$ cat src/rtl/pawn_sched.sv
// pawn_sched: walks every selected pawn of one colour through the pawn
// move-generation block and returns the total number of boards produced.
// CPU side is an Avalon-MM slave, pawn-block side an Avalon-MM master.
// Optional cycle counter at CPU address 6, enabled by PAWN_SCHED_PERF_EN.
module pawn_sched #(
    parameter int MAX_MOVES = 12,
    parameter int NUM_PAWNS = 8
) (
    input  logic        clk,
    input  logic        rst_n,
    output logic        slave_waitrequest,
    input  logic [3:0]  slave_address,
    input  logic        slave_read,
    output logic [31:0] slave_readdata,
    input  logic        slave_write,
    input  logic [31:0] slave_writedata,
    input  logic        gen_waitrequest,
    output logic [3:0]  gen_address,
    output logic        gen_read,
    input  logic [31:0] gen_readdata,
    output logic        gen_write,
    output logic [31:0] gen_writedata
);

    localparam int IDX_W = $clog2(NUM_PAWNS + 1);

    typedef enum logic [3:0] {
        IDLE    = 4'd0,
        SCAN    = 4'd1,
        W_BOARD = 4'd2,
        W_PIECE = 4'd3,
        W_DEST  = 4'd4,
        W_START = 4'd5,
        R_COUNT = 4'd6,
        ACCUM   = 4'd7,
        DONE    = 4'd8
    } state_t;

    state_t                 state_r, state_s;
    logic [31:0]            board_r, base_r;
    logic                   colour_r;
    logic [NUM_PAWNS-1:0]   mask_r;
    logic [IDX_W-1:0]       idx_r, idx_s, pawn_r, pawn_s, sel_s;
    logic [31:0]            dest_r, dest_s;
    logic [7:0]             count_r, count_s;
    logic [6:0]             total_r, total_s;
    logic                   clamp_r, clamp_s;
    logic                   gen_read_r, gen_write_r, rd_s, wr_s;
    logic [3:0]             gen_address_r, addr_s;
    logic [31:0]            gen_writedata_r, wdata_s;
    logic                   found_s, start_s, over_s;
    logic [7:0]             clamped_s;
    logic [31:0]            piece_abs_s, piece_id_s, perf_rd_s;
    logic                   unused_readdata_hi_s;

    assign gen_read      = gen_read_r;
    assign gen_write     = gen_write_r;
    assign gen_address   = gen_address_r;
    assign gen_writedata = gen_writedata_r;

    // The pawn block only reports counts in the low byte.
    assign unused_readdata_hi_s = ^gen_readdata[31:8];

    assign start_s = (state_r == IDLE) && slave_write && (slave_address == 4'd0);

    // Lowest selected pawn at or above the current scan index.
    always_comb begin
        found_s = 1'b0;
        sel_s   = {IDX_W{1'b0}};
        for (int i = NUM_PAWNS - 1; i >= 0; i--) begin
            if (mask_r[i] && (IDX_W'(i) >= idx_r)) begin
                found_s = 1'b1;
                sel_s   = IDX_W'(i);
            end else begin
                found_s = found_s;
            end
        end
    end

    // Signed piece ID and clamped board count for the current pawn.
    always_comb begin
        piece_abs_s = 32'(pawn_r) + 32'd1;
        if (colour_r) begin
            piece_id_s = ~piece_abs_s + 32'd1;
        end else begin
            piece_id_s = piece_abs_s;
        end
        over_s = gen_readdata[7:0] > 8'(MAX_MOVES);
        if (over_s) begin
            clamped_s = 8'(MAX_MOVES);
        end else begin
            clamped_s = gen_readdata[7:0];
        end
    end

    // Sequencer next state plus next values of the master-side outputs.
    always_comb begin
        state_s = state_r;
        idx_s   = idx_r;
        pawn_s  = pawn_r;
        dest_s  = dest_r;
        total_s = total_r;
        count_s = count_r;
        clamp_s = clamp_r;
        rd_s    = gen_read_r;
        wr_s    = gen_write_r;
        addr_s  = gen_address_r;
        wdata_s = gen_writedata_r;
        case (state_r)
            IDLE: begin
                if (start_s) begin
                    state_s = SCAN;
                    idx_s   = {IDX_W{1'b0}};
                    total_s = 7'd0;
                    count_s = 8'd0;
                    clamp_s = 1'b0;
                    dest_s  = base_r;
                end else begin
                    state_s = IDLE;
                end
            end
            SCAN: begin
                if (found_s) begin
                    state_s = W_BOARD;
                    pawn_s  = sel_s;
                    wr_s    = 1'b1;
                    addr_s  = 4'd1;
                    wdata_s = board_r;
                end else begin
                    state_s = DONE;
                end
            end
            W_BOARD: begin
                if (!gen_waitrequest) begin
                    state_s = W_PIECE;
                    addr_s  = 4'd2;
                    wdata_s = piece_id_s;
                end else begin
                    state_s = W_BOARD;
                end
            end
            W_PIECE: begin
                if (!gen_waitrequest) begin
                    state_s = W_DEST;
                    addr_s  = 4'd3;
                    wdata_s = dest_r;
                end else begin
                    state_s = W_PIECE;
                end
            end
            W_DEST: begin
                if (!gen_waitrequest) begin
                    state_s = W_START;
                    addr_s  = 4'd0;
                    wdata_s = 32'd0;
                end else begin
                    state_s = W_DEST;
                end
            end
            W_START: begin
                if (!gen_waitrequest) begin
                    state_s = R_COUNT;
                    wr_s    = 1'b0;
                    rd_s    = 1'b1;
                    addr_s  = 4'd0;
                    wdata_s = 32'd0;
                end else begin
                    state_s = W_START;
                end
            end
            R_COUNT: begin
                if (!gen_waitrequest) begin
                    state_s = ACCUM;
                    rd_s    = 1'b0;
                    count_s = clamped_s;
                    clamp_s = clamp_r | over_s;
                end else begin
                    state_s = R_COUNT;
                end
            end
            ACCUM: begin
                state_s = SCAN;
                total_s = total_r + count_r[6:0];
                dest_s  = dest_r + {18'd0, count_r, 6'd0};
                idx_s   = pawn_r + IDX_W'(1);
            end
            DONE: begin
                state_s = IDLE;
            end
            default: begin
                state_s = IDLE;
                rd_s    = 1'b0;
                wr_s    = 1'b0;
                addr_s  = 4'd0;
                wdata_s = 32'd0;
            end
        endcase
    end

    // Sequencer state, datapath and master-side output registers.
    always_ff @(posedge clk or negedge rst_n) begin
        if (!rst_n) begin
            state_r         <= IDLE;
            idx_r           <= {IDX_W{1'b0}};
            pawn_r          <= {IDX_W{1'b0}};
            dest_r          <= 32'd0;
            total_r         <= 7'd0;
            count_r         <= 8'd0;
            clamp_r         <= 1'b0;
            gen_read_r      <= 1'b0;
            gen_write_r     <= 1'b0;
            gen_address_r   <= 4'd0;
            gen_writedata_r <= 32'd0;
        end else begin
            state_r         <= state_s;
            idx_r           <= idx_s;
            pawn_r          <= pawn_s;
            dest_r          <= dest_s;
            total_r         <= total_s;
            count_r         <= count_s;
            clamp_r         <= clamp_s;
            gen_read_r      <= rd_s;
            gen_write_r     <= wr_s;
            gen_address_r   <= addr_s;
            gen_writedata_r <= wdata_s;
        end
    end

    // CPU configuration registers; writes are accepted only while idle.
    always_ff @(posedge clk or negedge rst_n) begin
        if (!rst_n) begin
            board_r  <= 32'd0;
            base_r   <= 32'd0;
            colour_r <= 1'b0;
            mask_r   <= {NUM_PAWNS{1'b0}};
        end else if (slave_write && (state_r == IDLE)) begin
            case (slave_address)
                4'd1:    board_r  <= slave_writedata;
                4'd2:    base_r   <= slave_writedata;
                4'd3:    colour_r <= slave_writedata[0];
                4'd4:    mask_r   <= slave_writedata[NUM_PAWNS-1:0];
                default: board_r  <= board_r;
            endcase
        end else begin
            board_r <= board_r;
        end
    end

`ifdef PAWN_SCHED_PERF_EN
    logic [31:0] perf_r;

    // Cycle counter: cleared on start, counts active cycles, holds from DONE on.
    always_ff @(posedge clk or negedge rst_n) begin
        if (!rst_n) begin
            perf_r <= 32'd0;
        end else if (start_s) begin
            perf_r <= 32'd0;
        end else if ((state_r != IDLE) && (state_r != DONE)) begin
            perf_r <= perf_r + 32'd1;
        end else begin
            perf_r <= perf_r;
        end
    end

    assign perf_rd_s = perf_r;
`else
    assign perf_rd_s = 32'd0;
`endif

    // A total read stalls the CPU until the sequence has finished accumulating.
    always_comb begin
        slave_waitrequest = 1'b0;
        if (slave_read && (slave_address == 4'd0) &&
            (state_r != IDLE) && (state_r != DONE)) begin
            slave_waitrequest = 1'b1;
        end else begin
            slave_waitrequest = 1'b0;
        end
    end

    // CPU read-data mux, driven to zero whenever no read is in progress.
    always_comb begin
        slave_readdata = 32'd0;
        if (slave_read) begin
            case (slave_address)
                4'd0:    slave_readdata = {25'd0, total_r};
                4'd1:    slave_readdata = board_r;
                4'd2:    slave_readdata = base_r;
                4'd3:    slave_readdata = {31'd0, colour_r};
                4'd4:    slave_readdata = 32'(mask_r);
                4'd5:    slave_readdata = {30'd0, clamp_r, (state_r != IDLE)};
                4'd6:    slave_readdata = perf_rd_s;
                default: slave_readdata = 32'd0;
            endcase
        end else begin
            slave_readdata = 32'd0;
        end
    end

endmodule

$ cat config.mk
export PLATFORM = sky130hd
export DESIGN_NAME = pawn_sched
export DESIGN_NICKNAME = d
export VERILOG_FILES = /design/src/rtl/pawn_sched.sv
export SDC_FILE = /design/constraint.sdc
export NUM_CORES = 1
export LEC_CHECK = 0
export CORE_ASPECT_RATIO = 1.25
export CORE_MARGIN = 8
export CORE_UTILIZATION = 45
export DETAILED_ROUTE_END_ITERATION = 6
export PLACE_DENSITY_LB_ADDON = 0.15
export SYNTH_ARGS = -nofsm -noshare
export SYNTH_HDL_FRONTEND = slang
export SYNTH_SLANG_ARGS = --single-unit
$ cat constraint.sdc
create_clock -name clk -period 4.65 [get_ports clk]
set_clock_uncertainty 0.15 [all_clocks]
set_input_delay 0.93 -clock clk [delete_from_list [all_inputs] [get_ports clk]]
set_output_delay 0.93 -clock clk [all_outputs]
set_load 0.005 [all_outputs]
==> results.md <==
- Die Y: 172.9 um
- Final Critical Period: 4.183 ns
- Hold Crit Endpoint: dest_r[1]
- Number of global-route vias before repair: 7,143
- Post_cts resized: 0
- CTS tree: yes
- Site row count: 57
- Fillers: 1,750
- Largest net degree at the start of global routing: 97
- Post-synthesis cell type count: 82
- Largest cells by area after synthesis: dfrtp_1 47%, mux2_2 8.9%, mux2_4 3.4%
- DRT iter0 DRCs: about 570
- Slew Viols, Final: 0
- Final net count: 1,010
- Final wirelength: 24,770 um
- Clock power frac: 0.223
- Cell area after layout: 0.01088 mm^2
- Max-slew headroom: 0.2941
- Crit start category: primary input
- Seq/Total Area, Yosys: 0.4745
- Worst reg2reg startpoint: count_r[0]
- Mapped Area: 0.008860 mm^2
- Sw power: about 2300 uW
- Setup Crit Path Kind: in -> out
- Internal Pwr Total: 4206 uW
- Syn Inst Count: 817
- Most frequent cell after synthesis: dfrtp_1
- Starting Density: 0.4567
- Required @ worst endpoint: ~3.6 ns
- Leak: around 0.0047 uW
- H-tree Lvls: 4
- Global-route wire length before repair: slightly below 40,000 um
- Max IR drop VDD: 0.2733 mV
- Avg Synthesized Cell Area: 10.84 um^2
- Endpoints failing setup: 0
- Placement Cell Area: 0.01029 mm^2
- Reg2Reg Capture Point: dest_r[30]
- Power per Cell Area: between 500 and 600 mW/mm^2
- Critical path endpoint category: output port
- Fin crit share: 0.8997
- Yosys reg bits: ~170
- Layout cells sized above 1: 0.1697
- WP data arrival: 3.10 ns
- Yosys top cell by area: dfrtp_1
- Comb pwr share: 0.353
- Die W: 141.5 um
- Root Buffer: clkbuf_16
- Least-Margin Pin Slew: 1.045 ns
- HPWL after DPL: 17,080 um
- DR DRC count: 0
- CTS buffer count: 17
- Clock-pin slew on the worst setup and hold paths: around 0.06 ns
- Clock Latency Late Sink: 0.43 ns
- Diode count: 0
- Die area: 0.02446 mm^2
- Gr ovfl total: 0
- Area Overhead vs Synth: 22.78%
- Sw Ratio: 0.3522
- Yosys top cell area share: 0.4745
- GRT Resource Usage Total: 0.2041
- Flop pwr share: 0.423
- First-pass DRT Iterations: 5
- Setup TNS: 0 ns
- Critical path fanouts, max: 9
- Synth async-reset ratio: 1.000
- Most instantiated cells after synthesis: 168 x dfrtp_1, 70 x mux2_2, 70 x nor2_1
- # port buffers: 117
- I/O pin count: 144
- Fmax: approximately 0.24 GHz
- FF-to-FF setup slack: 1.54 ns
- Core ar.: 0.01940 mm^2
- RSZ-0062 raised after global routing: no
- Routability cong.: 0.8383
- Final antenna-violating net count: 0
- Total number of vias: roughly 7k
- Post-CTS Setup Repair Bufs: 0
- Hold Path Origin: dest_r[1]
- Number of synthesized flops with an enable pin: 0
- Main flop type after synthesis: dfrtp_1
- Hold Worst Slack: 0.3138 ns
- Number of antenna violations at the first check in global routing: 0
- Worst R2R Path Depth: 9
- Number of clock sinks: 168
- DR WL/cell: slightly above 20 um
- Max-Cap Viols: 0
- WHS Path Cells: 2
- Final hold violations: 0
- Clk buf depth: 2
- Vias per cell: 5.824
- Worst hold-check path type: reg -> reg
- Status: completed
- Hold buffers post-CTS: 0
- Yosys warns: 0
[registers in the layout, indices dropped and copies added, names as in the netlist, 2 cells and up]
register,count
count_r,8
state_r,4
dest_r,32
board_r,32
idx_r,4
total_r,7
pawn_r,3
gen_writedata,32
base_r,32
gen_address,2
mask_r,8
[metal layers]
| layer | GRT usage | vias to the layer above | wire length (um) |
|---|---|---|---|
| li1 | - | 3241 | - |
| met1 | 0.2550 | 3528 | 10660 |
| met2 | 0.3526 | 169 | 12570 |
| met3 | 0.03279 | 27 | 1102 |
| met4 | 0.06415 | 0 | 429 |
| met5 | 0 | - | 0 |
[worst max-delay path by stage]
stage	from	end	slack [ns]
after floorplan	slave_address[0]	slave_readdata[11]	1.48
after global placement	slave_address[0]	slave_readdata[4]	0.49
after detailed placement	slave_address[0]	slave_readdata[4]	0.49
after CTS	slave_address[0]	slave_readdata[4]	0.48
after global routing	slave_address[0]	slave_readdata[4]	0.31
final	slave_address[0]	slave_readdata[4]	0.47
[layout by cell type (no fill, tap or decap), drive strengths merged, types with 4 or more instances in the layout]
master and instances:
a211oi 6, a21o 5, a21oi 33, a221o 23, a221oi 4, a222oi 7, a22oi 33, a2bb2oi 7
a311oi 4, a31oi 7, and2 11, and3 7, buf 21, clkbuf 24, clkdlybuf4s50 116, dfrtp 168
ha 16, inv 15, mux2 98, nand2 71, nand3 27, nand4 7, nor2 70, nor2b 7
nor3 17, nor4 6, o21a 4, o21ai 32, o22ai 7, o31ai 5, xnor2 7, xor2 7
[worst max-delay path, cell delays in order]
cell and delay [ns]:
clkdlybuf4s50_1 0.61, nor4_4 0.63, a222oi_1 0.21, a21oi_1 0.19
clkdlybuf4s50_1 0.54
[per-stage QoR]
stage	util	std cells	setup slack, ns	power [uW]
final	0.5608	1196	0.4666	6493
after global routing	0.5608	1196	0.3115	6891
after CTS	0.5608	1196	0.4769	6540
after detailed placement	0.5303	1165	0.4906	5075
after global placement	0.5303	1165	0.4890	5019
after floorplan	-	818	1.478	4237
[power groups by stage]
stage                     logic (uW)  registers [uW]  clock network (uW)
after detailed placement        2310            2760                   0
after global routing            2520            2840                1530
after CTS                       2320            2740                1480
after floorplan                 1740            2500                   0
after global placement          2270            2750                   0
final                           2290            2750                1450
[cell type report]
type	instances	area (um^2)	share of cell area
Clock buffer	24	471.7	0.04336
Clock inverter	7	118.9	0.01093
Inverter	15	56.30	0.005176
Multi-Input combinational cell	580	4323	0.3974
Sequential cell	168	4204	0.3865
Tap cell	265	331.6	0.03048
Timing Repair Buffer	137	1373	0.1262
[cells by family (layout without fill, tap and decap cells)]
| group | count (synthesis) | after routing | synth area share |
|---|---|---|---|
| compound gates | 203 | 203 | 0.1688 |
| xor+xnor | 14 | 14 | 0.01384 |
| fa+ha+maj | 19 | 19 | 0.02824 |
| buf+inv | 70 | 183 | 0.03982 |
| flops | 168 | 168 | 0.4745 |
| mux | 100 | 100 | 0.1353 |
| other cells | 1 | 2 | 0.0004233 |
| simple gates | 242 | 242 | 0.1391 |
Power figures use the tool's default switching activity.
